===== src/rtl/mul_div_sequencer_pkg.sv =====
// rtl/mul_div_sequencer_pkg.sv - function codes, FSM states and op-kind helpers for the HI/LO sequencer
// Divide support is selected by MULDIV_DIV_EN in the files that import these packages.
package libFunctions;
  localparam logic [5:0] FUNC_MFHI  = 6'h10;
  localparam logic [5:0] FUNC_MFLO  = 6'h12;
  localparam logic [5:0] FUNC_MULT  = 6'h18;
  localparam logic [5:0] FUNC_MULTU = 6'h19;
  localparam logic [5:0] FUNC_DIV   = 6'h1A;
  localparam logic [5:0] FUNC_DIVU  = 6'h1B;
endpackage

package libMulDiv;
  import libFunctions::*;

  typedef enum logic [2:0] {
    S_IDLE = 3'd0,
    S_PREP = 3'd1,
    S_RUN  = 3'd2,
    S_FIX  = 3'd3,
    S_DONE = 3'd4
  } state_e;

  typedef enum logic {
    OP_MUL = 1'b0,
    OP_DIV = 1'b1
  } op_kind_e;

  function automatic logic func_is_signed(input logic [5:0] f);
    return (f == FUNC_MULT) || (f == FUNC_DIV);
  endfunction

  function automatic op_kind_e func_kind(input logic [5:0] f);
    return ((f == FUNC_DIV) || (f == FUNC_DIVU)) ? OP_DIV : OP_MUL;
  endfunction
endpackage


===== src/rtl/mul_div_sequencer_step.sv =====
// rtl/mul_div_sequencer_step.sv - one combinational shift-add / restoring-divide iteration (MULDIV_DIV_EN adds divide)
// acc holds {upper, lower}: product/multiplier for multiply, remainder/quotient for divide.
module mulDivStep
  import libMulDiv::*;
#(
  parameter int WIDTH = 32
) (
  input  op_kind_e             kind_i,
  input  logic [2*WIDTH-1:0]   acc_i,
  input  logic [WIDTH-1:0]     operand_i,
  output logic [2*WIDTH-1:0]   acc_o,
  output logic                 q_bit_o
);

  logic [WIDTH:0]       mul_sum;
  logic [2*WIDTH-1:0]   mul_next;

  assign mul_sum  = acc_i[0] ? ({1'b0, acc_i[2*WIDTH-1:WIDTH]} + {1'b0, operand_i})
                             : {1'b0, acc_i[2*WIDTH-1:WIDTH]};
  assign mul_next = {mul_sum, acc_i[WIDTH-1:1]};

`ifdef MULDIV_DIV_EN
  logic [WIDTH:0]       rem_shift;
  logic [WIDTH:0]       trial;
  logic                 fits;
  logic [2*WIDTH-1:0]   div_next;

  // Remainder stays below the divisor, so the trial difference always fits in WIDTH+1 bits signed.
  assign rem_shift = acc_i[2*WIDTH-1:WIDTH-1];
  assign trial     = rem_shift - {1'b0, operand_i};
  assign fits      = ~trial[WIDTH];
  assign div_next  = {(fits ? trial[WIDTH-1:0] : rem_shift[WIDTH-1:0]), acc_i[WIDTH-2:0], 1'b0};

  always_comb begin
    acc_o   = mul_next;
    q_bit_o = 1'b0;
    if (kind_i == OP_DIV) begin
      acc_o   = div_next;
      q_bit_o = fits;
    end
  end
`else
  logic unused_kind;

  assign unused_kind = kind_i;
  assign acc_o       = mul_next;
  assign q_bit_o     = 1'b0;
`endif

endmodule


===== src/rtl/mul_div_sequencer.sv =====
// rtl/mul_div_sequencer.sv - multi-cycle MULT/MULTU/DIV/DIVU sequencer with HI/LO registers
// MULDIV_DIV_EN compiles in the divide path and divZero; otherwise only multiply is accepted.
module mul_div_sequencer
  import libFunctions::*;
  import libMulDiv::*;
#(
  parameter int WIDTH = 32
) (
  input  logic             clk,
  input  logic             reset,
  input  logic             start,
  input  logic [5:0]       func,
  input  logic [WIDTH-1:0] operandA,
  input  logic [WIDTH-1:0] operandB,
  output logic             busy,
  output logic             done,
  output logic             divZero,
  output logic [WIDTH-1:0] hi,
  output logic [WIDTH-1:0] lo
);

  localparam int CW = $clog2(WIDTH);

  state_e               state_q, state_d;
  logic [5:0]           func_q, func_d;
  logic [WIDTH-1:0]     a_q, a_d;
  logic [WIDTH-1:0]     b_q, b_d;
  logic [WIDTH-1:0]     m_q, m_d;
  logic [2*WIDTH-1:0]   acc_q, acc_d;
  logic [CW-1:0]        cnt_q, cnt_d;
  logic                 res_neg_q, res_neg_d;
  logic [WIDTH-1:0]     hi_q, hi_d;
  logic [WIDTH-1:0]     lo_q, lo_d;

  logic                 func_legal;
  logic                 op_signed;
  op_kind_e             kind;
  logic [WIDTH-1:0]     a_mag;
  logic [WIDTH-1:0]     b_mag;
  logic [2*WIDTH-1:0]   step_acc;
  logic                 step_q;
  logic [2*WIDTH-1:0]   prod_fix;

`ifdef MULDIV_DIV_EN
  logic                 rem_neg_q, rem_neg_d;
  logic                 dz_q, dz_d;
  logic [WIDTH-1:0]     quot_fix;
  logic [WIDTH-1:0]     rem_fix;

  assign func_legal = (func == FUNC_MULT) || (func == FUNC_MULTU) ||
                      (func == FUNC_DIV)  || (func == FUNC_DIVU);
  assign quot_fix   = res_neg_q ? -acc_q[WIDTH-1:0] : acc_q[WIDTH-1:0];
  assign rem_fix    = rem_neg_q ? -acc_q[2*WIDTH-1:WIDTH] : acc_q[2*WIDTH-1:WIDTH];
  assign divZero    = (state_q == S_DONE) && dz_q;
`else
  assign func_legal = (func == FUNC_MULT) || (func == FUNC_MULTU);
  assign divZero    = 1'b0;
`endif

  assign op_signed = func_is_signed(func_q);
  assign kind      = func_kind(func_q);
  assign a_mag     = (op_signed && a_q[WIDTH-1]) ? -a_q : a_q;
  assign b_mag     = (op_signed && b_q[WIDTH-1]) ? -b_q : b_q;
  assign prod_fix  = res_neg_q ? -acc_q : acc_q;

  mulDivStep #(.WIDTH(WIDTH)) u_step (
    .kind_i    (kind),
    .acc_i     (acc_q),
    .operand_i (m_q),
    .acc_o     (step_acc),
    .q_bit_o   (step_q)
  );

  always_comb begin
    state_d   = state_q;
    func_d    = func_q;
    a_d       = a_q;
    b_d       = b_q;
    m_d       = m_q;
    acc_d     = acc_q;
    cnt_d     = cnt_q;
    res_neg_d = res_neg_q;
    hi_d      = hi_q;
    lo_d      = lo_q;
`ifdef MULDIV_DIV_EN
    rem_neg_d = rem_neg_q;
    dz_d      = dz_q;
`endif
    case (state_q)
      S_IDLE, S_DONE: begin
        if (start && func_legal) begin
          func_d  = func;
          a_d     = operandA;
          b_d     = operandB;
          state_d = S_PREP;
        end else begin
          state_d = S_IDLE;
        end
      end
      S_PREP: begin
        // Magnitudes in, signs remembered; the lower half doubles as multiplier / dividend.
        acc_d     = {{WIDTH{1'b0}}, a_mag};
        m_d       = b_mag;
        res_neg_d = op_signed && (a_q[WIDTH-1] ^ b_q[WIDTH-1]);
`ifdef MULDIV_DIV_EN
        rem_neg_d = op_signed && a_q[WIDTH-1];
`endif
        cnt_d     = CW'(WIDTH - 1);
        state_d   = S_RUN;
      end
      S_RUN: begin
        acc_d = step_acc | {{(2*WIDTH-1){1'b0}}, step_q};
        if (cnt_q == '0) begin
          state_d = S_FIX;
        end else begin
          cnt_d = cnt_q - 1'b1;
        end
      end
      S_FIX: begin
        hi_d    = prod_fix[2*WIDTH-1:WIDTH];
        lo_d    = prod_fix[WIDTH-1:0];
`ifdef MULDIV_DIV_EN
        dz_d    = 1'b0;
        if (kind == OP_DIV) begin
          if (b_q == '0) begin
            hi_d = a_q;
            lo_d = '1;
            dz_d = 1'b1;
          end else begin
            hi_d = rem_fix;
            lo_d = quot_fix;
          end
        end
`endif
        state_d = S_DONE;
      end
      default: state_d = S_IDLE;
    endcase
  end

  always_ff @(posedge clk) begin
    if (reset) begin
      state_q   <= S_IDLE;
      func_q    <= '0;
      a_q       <= '0;
      b_q       <= '0;
      m_q       <= '0;
      acc_q     <= '0;
      cnt_q     <= '0;
      res_neg_q <= 1'b0;
      hi_q      <= '0;
      lo_q      <= '0;
`ifdef MULDIV_DIV_EN
      rem_neg_q <= 1'b0;
      dz_q      <= 1'b0;
`endif
    end else begin
      state_q   <= state_d;
      func_q    <= func_d;
      a_q       <= a_d;
      b_q       <= b_d;
      m_q       <= m_d;
      acc_q     <= acc_d;
      cnt_q     <= cnt_d;
      res_neg_q <= res_neg_d;
      hi_q      <= hi_d;
      lo_q      <= lo_d;
`ifdef MULDIV_DIV_EN
      rem_neg_q <= rem_neg_d;
      dz_q      <= dz_d;
`endif
    end
  end

  assign busy = (state_q == S_PREP) || (state_q == S_RUN) || (state_q == S_FIX);
  assign done = (state_q == S_DONE);
  assign hi   = hi_q;
  assign lo   = lo_q;

endmodule


===== config.mk =====
export PLATFORM = sky130hd
export DESIGN_NAME = mul_div_sequencer
export DESIGN_NICKNAME = d
export VERILOG_FILES = /design/src/rtl/mul_div_sequencer_pkg.sv /design/src/rtl/mul_div_sequencer_step.sv /design/src/rtl/mul_div_sequencer.sv
export SDC_FILE = /design/constraint.sdc
export NUM_CORES = 1
export LEC_CHECK = 0
export BUFFER_PORTS_ARGS = -buffer_cell sky130_fd_sc_hd__buf_2
export CAP_MARGIN = 20
export CORE_AREA = 5 5 148 150
export DETAILED_ROUTE_END_ITERATION = 8
export DIE_AREA = 0 0 153 155
export PLACE_DENSITY = 0.84
export SYNTH_ARGS = -nofsm -noshare
export SYNTH_HDL_FRONTEND = slang
export SYNTH_SLANG_ARGS = --single-unit

===== constraint.sdc =====
create_clock -name clk -period 5.7 [get_ports clk]
set_clock_uncertainty 0.05 [all_clocks]
set_input_delay 0 -clock clk [delete_from_list [all_inputs] [get_ports clk]]
set_output_delay 0 -clock clk [all_outputs]
set_load 0.01 [all_outputs]

==> results of run 1 <==
## placed cells by master (no fill, tap or decap), drive strengths merged, types with 32 or more instances in the layout
| cell | count |
|---|---|
| dlygate4sd3 | 66 |
| o21ai | 65 |
| ha | 37 |
| xor2 | 92 |
| dfxtp | 238 |
| a211oi | 68 |
| nor2 | 149 |
| buf | 149 |
| nor3 | 32 |
| a22oi | 39 |
| nand2 | 249 |
| a21oi | 167 |
| clkbuf | 33 |
| xnor2 | 52 |
| o31ai | 33 |
## area by class of cell
class                           count  area share
Clock buffer                       33      0.0438
Clock inverter                      7     0.00502
Inverter                           24     0.00603
Multi-Input combinational cell   1232       0.506
Sequential cell                   238       0.319
Tap cell                          275      0.0230
Timing Repair Buffer              215      0.0977
## flip-flops by register name (all words and copies together) (netlist names)
signal / count
state_q: 3
m_q: 32
b_q: 32
res_neg_q: 1
cnt_q: 5
func_q: 5
a_q: 32
hi: 32
acc_q: 64
lo: 32
## per-layer routing
layer / vias to the layer above / routed length (um) / track usage
met1: 5719 / 16000 / 0.422
met2: 555 / 16000 / 0.454
li1: 6038 / - / -
met3: 66 / 3270 / 0.0520
met5: - / 0 / 0
met4: 0 / 751 / 0.0687
## cell families after synthesis
| family | after synthesis | share of synthesized area |
|---|---|---|
| compound gates | 475 | 0.239 |
| xor+xnor | 144 | 0.0984 |
| fa+ha+maj | 38 | 0.0377 |
| buf+inv | 136 | 0.0403 |
| flops | 238 | 0.372 |
| mux | 13 | 0.0103 |
| other cells | 1 | 0.000292 |
| simple gates | 561 | 0.203 |
## path summary, 6_finish.rpt
kind	end	start	slack, ns	cells past startpoint
setup / recovery	hi[24]	acc_q[0]	2.08	10
hold / removal	b_q[2]	start	0.19	5
setup reg to reg	hi[24]	acc_q[0]	2.08	10
hold reg to reg	hi[19]	hi[19]	0.40	2
## critical path, delay by kind of cell, from the launching register on
family,cells,cell delay [ns]
adders and majority gates,1,0.22
and+or+nand+nor,5,1.79
buffers and inverters,1,0.35
AOI/OAI and AO/OA,2,0.32
DFF,1,0.53
xor gates and xnor gates,1,0.18
## where the power goes
group	total, mW	internal, mW	leakage, nW	switching, mW
clock	1.49	0.847	0.360	0.646
combinational	0.178	0.0768	3.63	0.101
sequential	1.68	1.67	1.92	0.00991
## what timing repair did
item,CTS,global route
endpoints found under the hold margin,126,0
resized for setup,0,0
hold buffers,66,0
==> reports/summary.txt, run 1 <==
====================================================================================
Fin util ..............................................................        0.727
Top area cells in the synthesized netlist ............................. dfxtp_1 (37%), nand2_1 (7.3%), a21oi_1 (6.5%)
Core Footprint ........................................................    20600 um2
# setup viols final ...................................................            0
Count of distinct cell types in the synthesized netlist ...............           72
Most frequently used cell type in the post-synthesis netlist ..........      nand2_1
Placed cell areas .....................................................    13500 um2
Cell repeated most along the worst path ...............................        or3_1
Lkg Pwr ...............................................................      5.90 nW
Flop and latch count out of synthesis .................................          238
Setup ws final ........................................................      2.08 ns
Maximum number of pins on one net before global-route repair ..........           93
Initial detailed-routing violation count ..............................         1264
Clock sinks ...........................................................          238
Period utilization ....................................................        0.635
Delay of the slowest critical-path stage ..............................      0.53 ns
Number of buffers added on ports ......................................          138
Yosys warns ...........................................................            0
Remaining number of nets flagged by the antenna check after routing ...            0
Clock insertion delay at the later pin of the skew report .............      0.54 ns
Top cell type by total area after synthesis ...........................      dfxtp_1
GRT Resource Usage Total ..............................................        0.291
Fraction of the yosys area taken by sequential cells ..................        0.372
Kind of end point of the critical path ................................         flop
Power per Cell Area ...................................................   224 nW/um2
Synthesized instance count ............................................         1606
Max Root-Sink Buffers .................................................            3
Fillcell total ........................................................         1621
Max-slew headroom at the worst pin ....................................        0.293
Final max-slew violation count ........................................            0
Count of endpoints failing hold in the final timing report ............            0
Required time of the critical path ....................................      6.01 ns
Summed area of non-filler cells in the final layout ...................    15000 um2
H-tree levels .........................................................            1
Transition time of the tightest slew-check pin ........................      1.06 ns
Shortest clock period the worst path allows after layout ..............      3.62 ns
Layout overhead on the synthesized area ...............................        16.6%
Last weighted congestion value of the routability-driven placer .......        0.945
Slowest cell on the critical path .....................................      dfxtp_1
TritonCTS clock tree ..................................................         done
Syn_nets ..............................................................         1717
Final routed wire length divided by cell count ........................      17.8 um
Filler-free cell count of the finished design .........................         2024
Mean instance size in the synthesized netlist .........................     7.98 um2
Detailed-routing iteration count for the pre-antenna-repair pass ......            9
Post-Route Hold Slack .................................................     0.188 ns
Sequential cell area ..................................................     4770 um2
Grt ovf ...............................................................            0
Number of cells after detailed placement ..............................         1917
Run status ............................................................ finished, violations left
Critical path cell sequence ........................................... inv_1, ha_1, or3b_2, nor4_4, nand3_2, or3_1, or3_1, o41ai_2, xor2_1, a211oi_1
Inserted Clock Buffers ................................................           24
Die Footprint .........................................................    23700 um2
Violated checks .......................................................          DRC
Count of vias placed by the detailed router ...........................        12400
Detailed-route wire length ............................................     36000 um
Peak VDD IR ...........................................................   0.000230 V
Root buf cell .........................................................    clkbuf_16
Post-layout nets ......................................................         1846
Global-route wire length before repair ................................     58600 um
Count of maximum capacitance violations ...............................            0
Die Width .............................................................       153 um
RSZ-0062 raised after global routing ..................................           no
Setup TNS after final layout ..........................................         0 ns
Multi-input gate area .................................................     7560 um2
Most instantiated cells after synthesis ............................... nand2_1 (249), dfxtp_1 (238), a21oi_1 (167), nor2_1 (149), clkbuf_1 (97)
Fraction of final layout cells sized beyond drive strength 1 ..........        0.122
Share of flip-flops with an asynchronous set or reset after synthesis .            0
Initial Util ..........................................................        0.624
Height of the die .....................................................       155 um
Detailed placer's ending HPWL .........................................     24200 um
Number of top-level design ports ......................................          140
Clk pin slew, worst setup/hold paths ..................................      0.06 ns
CP Class ..............................................................   reg -> reg
Synthesized cell area .................................................    12800 um2
Dominant synthesized flop cell ........................................      dfxtp_1
Highest attainable clock frequency ....................................    0.276 GHz
Number of global-route vias before repair .............................        11400
Crit start category ...................................................         flop
Number of antenna violations at the first check in global routing .....            0
Min-delay worst type ..................................................    in -> reg
Post-CTS setup buffers ................................................            0
Antenna diode instance count ..........................................            0
Std cell rows .........................................................           53
Pre-CTS setup slack ...................................................      2.16 ns
Avg Vias per Cell .....................................................         6.12
DR DRC count ..........................................................           20
Number of flops mapped to enable cells by yosys .......................            0
Maximum fanout along the worst path ...................................           18
Arrival time reported for the critical path endpoint ..................      3.93 ns
Synth top area share ..................................................        0.372
Total power after layout ..............................................      3.35 mW
====================================================================================
Note: power is estimated with default switching activity, not from simulation.
==> inputs of run 2 (changes only) <==
--- a/config.mk
+++ b/config.mk
@@ -7,10 +7,10 @@
 export LEC_CHECK = 0
 export BUFFER_PORTS_ARGS = -buffer_cell sky130_fd_sc_hd__buf_2
 export CAP_MARGIN = 20
-export CORE_AREA = 5 5 148 150
+export CORE_AREA = 5 5 154 156
 export DETAILED_ROUTE_END_ITERATION = 8
-export DIE_AREA = 0 0 153 155
-export PLACE_DENSITY = 0.84
+export DIE_AREA = 0 0 159 161
+export PLACE_DENSITY = 0.78
 export SYNTH_ARGS = -nofsm -noshare
 export SYNTH_HDL_FRONTEND = slang
 export SYNTH_SLANG_ARGS = --single-unit
==> constraint.sdc (replaced) <==
create_clock -name clk -period 3.75 [get_ports clk]
set_clock_uncertainty 0.05 [all_clocks]
set_input_delay 0 -clock clk [delete_from_list [all_inputs] [get_ports clk]]
set_output_delay 0 -clock clk [all_outputs]
set_load 0.01 [all_outputs]
==> run 2 against run 1 <==
The flow now finishes without violations. Non-clock buffer count is 32 higher. Fmax up 7.3%. Worst setup slack lost 1.7 ns. Combinational power rose by 53%. Critical path depth up 1. Flip-flop and latch count unchanged. Routed wire length fell by 3.3%. Critical path type unchanged. Critical endpoint is now acc_q[63]. Largest cell class unchanged.
==> reports/summary.txt, run 2 (synthesized netlist as in run 1, its figures left out) <==
==================================================================================
Run status .......................................................... finished, final reports clean
Initial detailed-routing violation count ............................         1229   -2.8%
Maximum fanout along the worst path .................................            6   -12
Crit start category .................................................         flop
Slowest cell on the critical path ...................................      o21ai_0
Global-route wire length before repair ..............................     56700 um   -3.2%
Cell repeated most along the worst path .............................      a21oi_1
Number of buffers added on ports ....................................          138   unchanged
Setup TNS after final layout ........................................         0 ns   unchanged
Clk pin slew, worst setup/hold paths ................................      0.06 ns   about the same
Kind of end point of the critical path ..............................         flop
Final routed wire length divided by cell count ......................      16.8 um   -5.5%
Clock sinks .........................................................          238   unchanged
Cell depth of the worst flop-to-flop path ...........................           11   +1
Most common cell after layout, fill and taps aside ..................      nand2_1
Destination of the worst hold path ..................................      b_q[31]
Core Footprint ......................................................    22200 um2   +8.1%
Delay of the slowest critical-path stage ............................      0.47 ns   -0.06 ns
GRT Resource Usage Total ............................................        0.257   -0.0340
Internal reg-to-reg setup slack .....................................      0.38 ns   -1.70 ns
Maximum number of pins on one net before global-route repair ........           98   +5.4%
Arrival time reported for the critical path endpoint ................      3.78 ns   -0.15 ns
TritonCTS clock tree ................................................         done
Layout overhead on the synthesized area .............................        19.9%
Total power after layout ............................................      5.37 mW   +60%
Avg Vias per Cell ...................................................         5.89   -3.7%
Number of antenna violations at the first check in global routing ...            0   unchanged
Grt ovf .............................................................            0   unchanged
Count of maximum capacitance violations .............................            0   unchanged
Number of global-route vias before repair ...........................        11100   -2.2%
H-tree levels .......................................................            1   unchanged
Number of cells after detailed placement ............................         1940   +1.2%
Detailed-routing iteration count for the pre-antenna-repair pass ....            6   -3
CP Class ............................................................   reg -> reg
Inserted Clock Buffers ..............................................           25   +4.2%
Count of endpoints failing hold in the final timing report ..........            0   unchanged
Pre-CTS setup slack .................................................     0.531 ns   -1.62 ns
Die Width ...........................................................       159 um   +3.9%
Hold_sp .............................................................      func[5]
Peak VDD IR .........................................................   0.000351 V   +53%
Setup ws final ......................................................     0.377 ns   -1.70 ns
RSZ-0062 raised after global routing ................................           no
DR DRC count ........................................................            0   -100%
Beginning of the worst register-to-register path ....................    acc_q[32]
Root buf cell .......................................................    clkbuf_16
Remaining number of nets flagged by the antenna check after routing .            0   unchanged
Std cell rows .......................................................           55   +3.8%
Height of the die ...................................................       161 um   +3.9%
Detailed placer's ending HPWL .......................................     24300 um   +0.34%
Number of top-level design ports ....................................          140   unchanged
Fraction of final layout cells sized beyond drive strength 1 ........        0.132   +0.0104
Lkg Pwr .............................................................      6.17 nW   +4.5%
Filler-free cell count of the finished design .......................         2071   +2.3%
Initial Util ........................................................        0.577   -0.0469
Last weighted congestion value of the routability-driven placer .....        0.950   +0.51%
# setup viols final .................................................            0   unchanged
Critical path cell sequence ......................................... ha_1, inv_1, fa_1, nand2b_1, a21oi_1, o211ai_1, o21ai_0, a21oi_1, o31ai_1, nand4_1, a21oi_1
Largest register FFs ................................................           64   unchanged
Period utilization ..................................................        0.899   +0.264
Worst hold path stage count .........................................            4   -1
Required time of the critical path ..................................      4.16 ns   -1.85 ns
Highest attainable clock frequency ..................................    0.296 GHz   +7.3%
Biggest register ....................................................        acc_q
Post-layout nets ....................................................         1879   +1.8%
Die Footprint .......................................................    25600 um2   +7.9%
Min-delay worst type ................................................    in -> reg
Clock insertion delay at the later pin of the skew report ...........      0.53 ns   about the same
Transition time of the tightest slew-check pin ......................     0.947 ns   -0.109 ns
Max-slew headroom at the worst pin ..................................        0.367   +0.0740
Detailed-route wire length ..........................................     34800 um   -3.3%
Max Root-Sink Buffers ...............................................            3   unchanged
Final max-slew violation count ......................................            0   unchanged
Count of vias placed by the detailed router .........................        12200   -1.4%
Shortest clock period the worst path allows after layout ............      3.37 ns   -0.246 ns
Commonest non-fill, non-tap cells in the layout ..................... nand2_1 (249), dfxtp_1 (237), a21oi_1 (167), nor2_1 (146), buf_2 (137)
Endpoint of the worst register-to-register path .....................    acc_q[63]
Antenna diode instance count ........................................            0   unchanged
Power per Cell Area .................................................   349 nW/um2   +56%
==================================================================================
run 2: changes by cell type in the layout (fill, tap and decap cells not counted), moves of 2 or more:
cell           before  now
buf_4              10   22
bufinv_16           1    3
dlygate4sd3_1      66   85
clkbuf_1            7    2
clkbuf_8            2    4
clkinv_2            4    8
run 2: stage by stage:
stage / util / area (um2) / hold WS [ns]
final: 0.692 / 15400 / 0.193
after global routing: 0.692 / 15400 / 0.206
after CTS: 0.691 / 15400 / 0.158
after detailed placement: 0.614 / 13700 / 0.196
after global placement: 0.614 / 13700 / 0.193
after floorplan: - / 12800 / 0.0860
run 2: final cells by class:
cell class	instances	area [um2]
fill	1805	6850
timing repair buffer	247	1760
inverter	24	90.1
multi-input combinational	1232	7560
tap	285	357
clock inverter	14	155
sequential	238	4770
clock buffer	31	688
run 2: repair_timing:
action / 4_1_cts / 5_1_grt
setup buffers: 0 / 0
hold buffers: 85 / 0
endpoints found under the hold margin: 111 / 0
resized for setup: 0 / 0
run 2: power by group:
group / switching (mW) / leakage (nW) / total, mW / internal (mW)
Sequential: 0.0130 / 1.92 / 2.55 / 2.54
Combinational: 0.150 / 3.83 / 0.273 / 0.123
Clock: 1.03 / 0.422 / 2.54 / 1.51
run 2: routing by layer:
layer	vias up	GRT usage	routed length [um]
met3	54	0.0426	3090
met1	5594	0.388	16400
met2	472	0.385	14700
met4	0	0.0601	654
li1	6083	-	-
met5	-	0	0
run 2: worst max-delay path by stage:
| stage | from | endpoint | depth (start not counted) |
|---|---|---|---|
| 2_1_floorplan | acc_q[0] | hi[24] | 12 |
| 3_3_place_gp | acc_q[12] | hi[31] | 8 |
| 3_5_place_dp | acc_q[32] | acc_q[63] | 11 |
| 4_1_cts | acc_q[32] | acc_q[63] | 11 |
| 5_1_grt | acc_q[32] | acc_q[63] | 11 |
| 6_report | acc_q[32] | acc_q[63] | 11 |
run 2: critical path: cells and delay by family (launching register included):
family	cells	cell delay, ns
AOI/OAI and AO/OA	6	1.71
adders and majority gates	2	0.68
DFF	1	0.43
and+or+nand+nor	2	0.37
buffers and inverters	1	0.07
==> inputs of run 3 (changes only) <==
--- a/config.mk
+++ b/config.mk
@@ -7,10 +7,12 @@
 export LEC_CHECK = 0
 export BUFFER_PORTS_ARGS = -buffer_cell sky130_fd_sc_hd__buf_2
 export CAP_MARGIN = 20
-export CORE_AREA = 5 5 154 156
+export CORE_AREA = 5 5 217 219
 export DETAILED_ROUTE_END_ITERATION = 8
-export DIE_AREA = 0 0 159 161
-export PLACE_DENSITY = 0.78
+export DIE_AREA = 0 0 222 224
+export PLACE_DENSITY = 0.44
+export RECOVER_POWER = 25
+export SKIP_CTS_REPAIR_TIMING = 1
 export SYNTH_ARGS = -nofsm -noshare
 export SYNTH_HDL_FRONTEND = slang
 export SYNTH_SLANG_ARGS = --single-unit
==> run 3 against run 2 <==
The run now ends with capacitance limit, slew limit left. Via count decreased by 2.4%. Cell area increased by 3.1%. Core utilization decreased by 34 points. Flip-flop and latch count unchanged. Non-clock buffer count increased by 1. Sequential power about the same. Fmax increased by 5.6%. Count of clock-buffer cells in the layout increased by 12. Die area increased by 94%. Cell count increased by 16%. Hold slack got worse by 0.050 ns. Critical path type unchanged. Largest power group is now the clock network.
==> reports/summary.txt, run 3 (synthesized netlist as in run 1, its figures left out) <==
==================================================================================
Run status .......................................................... finished, violations left
Violated checks ..................................................... capacitance limit, slew limit
Shortest clock period the worst path allows after layout ............      3.19 ns   -0.178 ns
Maximum fanout along the worst path .................................            7   +1
Commonest non-fill, non-tap cells in the layout ..................... nand2_1 (249), dfxtp_1 (237), a21oi_1 (167), nor2_1 (147), xor2_1 (92)
Maximum number of pins on one net before global-route repair ........          115   +17%
Beginning of the worst register-to-register path ....................     acc_q[7]
Clk pin slew, worst setup/hold paths ................................      0.06 ns   about the same
Lkg Pwr .............................................................      5.96 nW   -3.5%
Worst hold path stage count .........................................            4   unchanged
Avg Vias per Cell ...................................................         4.97   -16%
Clock sinks .........................................................          238   unchanged
Filler-free cell count of the finished design .......................         2395   +16%
Layout overhead on the synthesized area .............................        23.7%
Die Width ...........................................................       222 um   +40%
Clock insertion delay at the later pin of the skew report ...........      0.55 ns   +0.02 ns
Count of vias placed by the detailed router .........................        11900   -2.4%
Kind of end point of the critical path ..............................         flop
Post-layout nets ....................................................         1884   +0.27%
Detailed-route wire length ..........................................     40700 um   +17%
Number of cells after detailed placement ............................         2264   +17%
Fraction of power consumed by combinational cells ...................        0.047   -0.004
# setup viols final .................................................            0   unchanged
Biggest register ....................................................        acc_q
Endpoint of the worst register-to-register path .....................       hi[31]
DR DRC count ........................................................            0   unchanged
Number of top-level design ports ....................................          140   unchanged
Fraction of final layout cells sized beyond drive strength 1 ........        0.100   -0.0319
Fin util ............................................................        0.353   -0.339
GRT Resource Usage Total ............................................        0.155   -0.102
Height of the die ...................................................       224 um   +39%
TritonCTS clock tree ................................................         done
Number of global-route vias before repair ...........................        10900   -2.2%
Number of antenna violations at the first check in global routing ...            0   unchanged
Initial Util ........................................................        0.286   -0.291
Internal reg-to-reg setup slack .....................................      0.56 ns   +0.18 ns
Fraction of power spent switching nets ..............................        0.217   -0.00574
Largest register FFs ................................................           64   unchanged
Grt ovf .............................................................            0   unchanged
Remaining number of nets flagged by the antenna check after routing .            0   unchanged
Detailed-routing iteration count for the pre-antenna-repair pass ....            6   unchanged
Final max-slew violation count ......................................           22   +22
Net load switching power ............................................      1.29 mW   +7.3%
Arrival time reported for the critical path endpoint ................      3.56 ns   -0.22 ns
Die Footprint .......................................................    49700 um2   +94%
Detailed placer's ending HPWL .......................................     30100 um   +24%
Global-route wire length before repair ..............................     63500 um   +12%
Pre-CTS setup slack .................................................     0.521 ns   -0.0103 ns
Part of the total power dissipated in the clock network .............        0.521   +0.047
Total power after layout ............................................      5.91 mW   +10%
H-tree levels .......................................................            1   unchanged
Min-delay worst type ................................................    in -> reg
Count of maximum capacitance violations .............................            1   +1
Max Root-Sink Buffers ...............................................            3   unchanged
Crit start category .................................................         flop
Setup TNS after final layout ........................................         0 ns   unchanged
Number of buffers added on ports ....................................          138   unchanged
Initial detailed-routing violation count ............................          823   -33%
RSZ-0062 raised after global routing ................................           no
Most common cell after layout, fill and taps aside ..................      nand2_1
Share of power burned in registers ..................................        0.432   -0.043
Root buf cell .......................................................    clkbuf_16
Final routed wire length divided by cell count ......................      17.0 um   +1.1%
Hold_sp .............................................................      func[5]
Std cell rows .......................................................           78   +42%
Transition time of the tightest slew-check pin ......................      1.62 ns   +0.675 ns
Destination of the worst hold path ..................................    func_q[4]
Peak VDD IR .........................................................   0.000288 V   -18%
Max-slew headroom at the worst pin ..................................      -0.0855   -0.453
Antenna diode instance count ........................................            0   unchanged
Last weighted congestion value of the routability-driven placer .....        0.842   -11%
Setup ws final ......................................................     0.555 ns   +0.178 ns
Highest attainable clock frequency ..................................    0.313 GHz   +5.6%
Cell depth of the worst flop-to-flop path ...........................            8   -3
Count of endpoints failing hold in the final timing report ..........            0   unchanged
Required time of the critical path ..................................      4.11 ns   -0.05 ns
CP Class ............................................................   reg -> reg
Power per Cell Area .................................................   373 nW/um2   +6.8%
Inserted Clock Buffers ..............................................           29   +16%
Period utilization ..................................................        0.852   -0.0475
Internal power ......................................................      4.63 mW   +11%
Core Footprint ......................................................    44900 um2   +100%
==================================================================================
-- run 3: cell types whose count changed in the layout (fill, tap and decap cells not counted), moves of 3 or more --
| cell | change |
|---|---|
| clkbuf_16 | +4 |
| bufinv_16 | +3 |
| dlygate4sd3_1 | -7 |
| clkinv_2 | -6 |
| buf_2 | -65 |
| buf_4 | +9 |
| clkbuf_8 | +3 |
| clkbuf_1 | +70 |
-- run 3: cell type report --
cell class	instances	area, um2
clock buffer	43	848
clock inverter	10	205
fill	4815	29000
inverter	24	90.1
multi-input combinational	1232	7550
sequential	238	4770
tap	600	751
timing repair buffer	248	1650
-- run 3: worst max path at each step --
stage | from | to | slack, ns | cells past startpoint
CTS | acc_q[7] | hi[31] | 0.52 | 8
floorplan | acc_q[0] | hi[24] | 0.49 | 12
global placement | acc_q[7] | hi[31] | 0.62 | 8
detailed placement | acc_q[7] | hi[31] | 0.52 | 8
global route | acc_q[7] | hi[25] | 0.34 | 8
finish | acc_q[7] | hi[31] | 0.56 | 8
-- run 3: metrics by stage --
step	instance area, um2	hold slack [ns]
final	15900	0.143
after floorplan	12800	0.0860
after detailed placement	14100	0.197
after global routing	15900	0.190
after CTS	15200	-0.404
after global placement	14100	0.196
-- run 3: power by group through the flow --
stage                     Combinational (mW)  Clock, mW  Sequential [mW]
after detailed placement               0.226          0             2.61
after global placement                 0.225          0             2.61
after CTS                              0.227       3.19             2.55
final                                  0.277       3.08             2.55
after floorplan                        0.137          0             2.60
after global routing                   0.309       3.28             2.55
-- run 3: layer usage --
layer,vias to the layer above,global-route usage,wire (um)
met5,-,0,0
met4,0,0.0318,570
met3,41,0.0204,1690
met2,237,0.221,16600
met1,5523,0.246,21800
li1,6110,-,-
-- run 3: worst max-delay path, cell delays in order, from the launching register on --
cell and delay [ns]:
dfxtp_1 0.37, or4_4 0.61, nor4_4 0.36, nand4_2 0.25
or4_1 0.65, nand2b_4 0.25, nor4_4 0.16, mux2i_1 0.25
o22ai_2 0.10
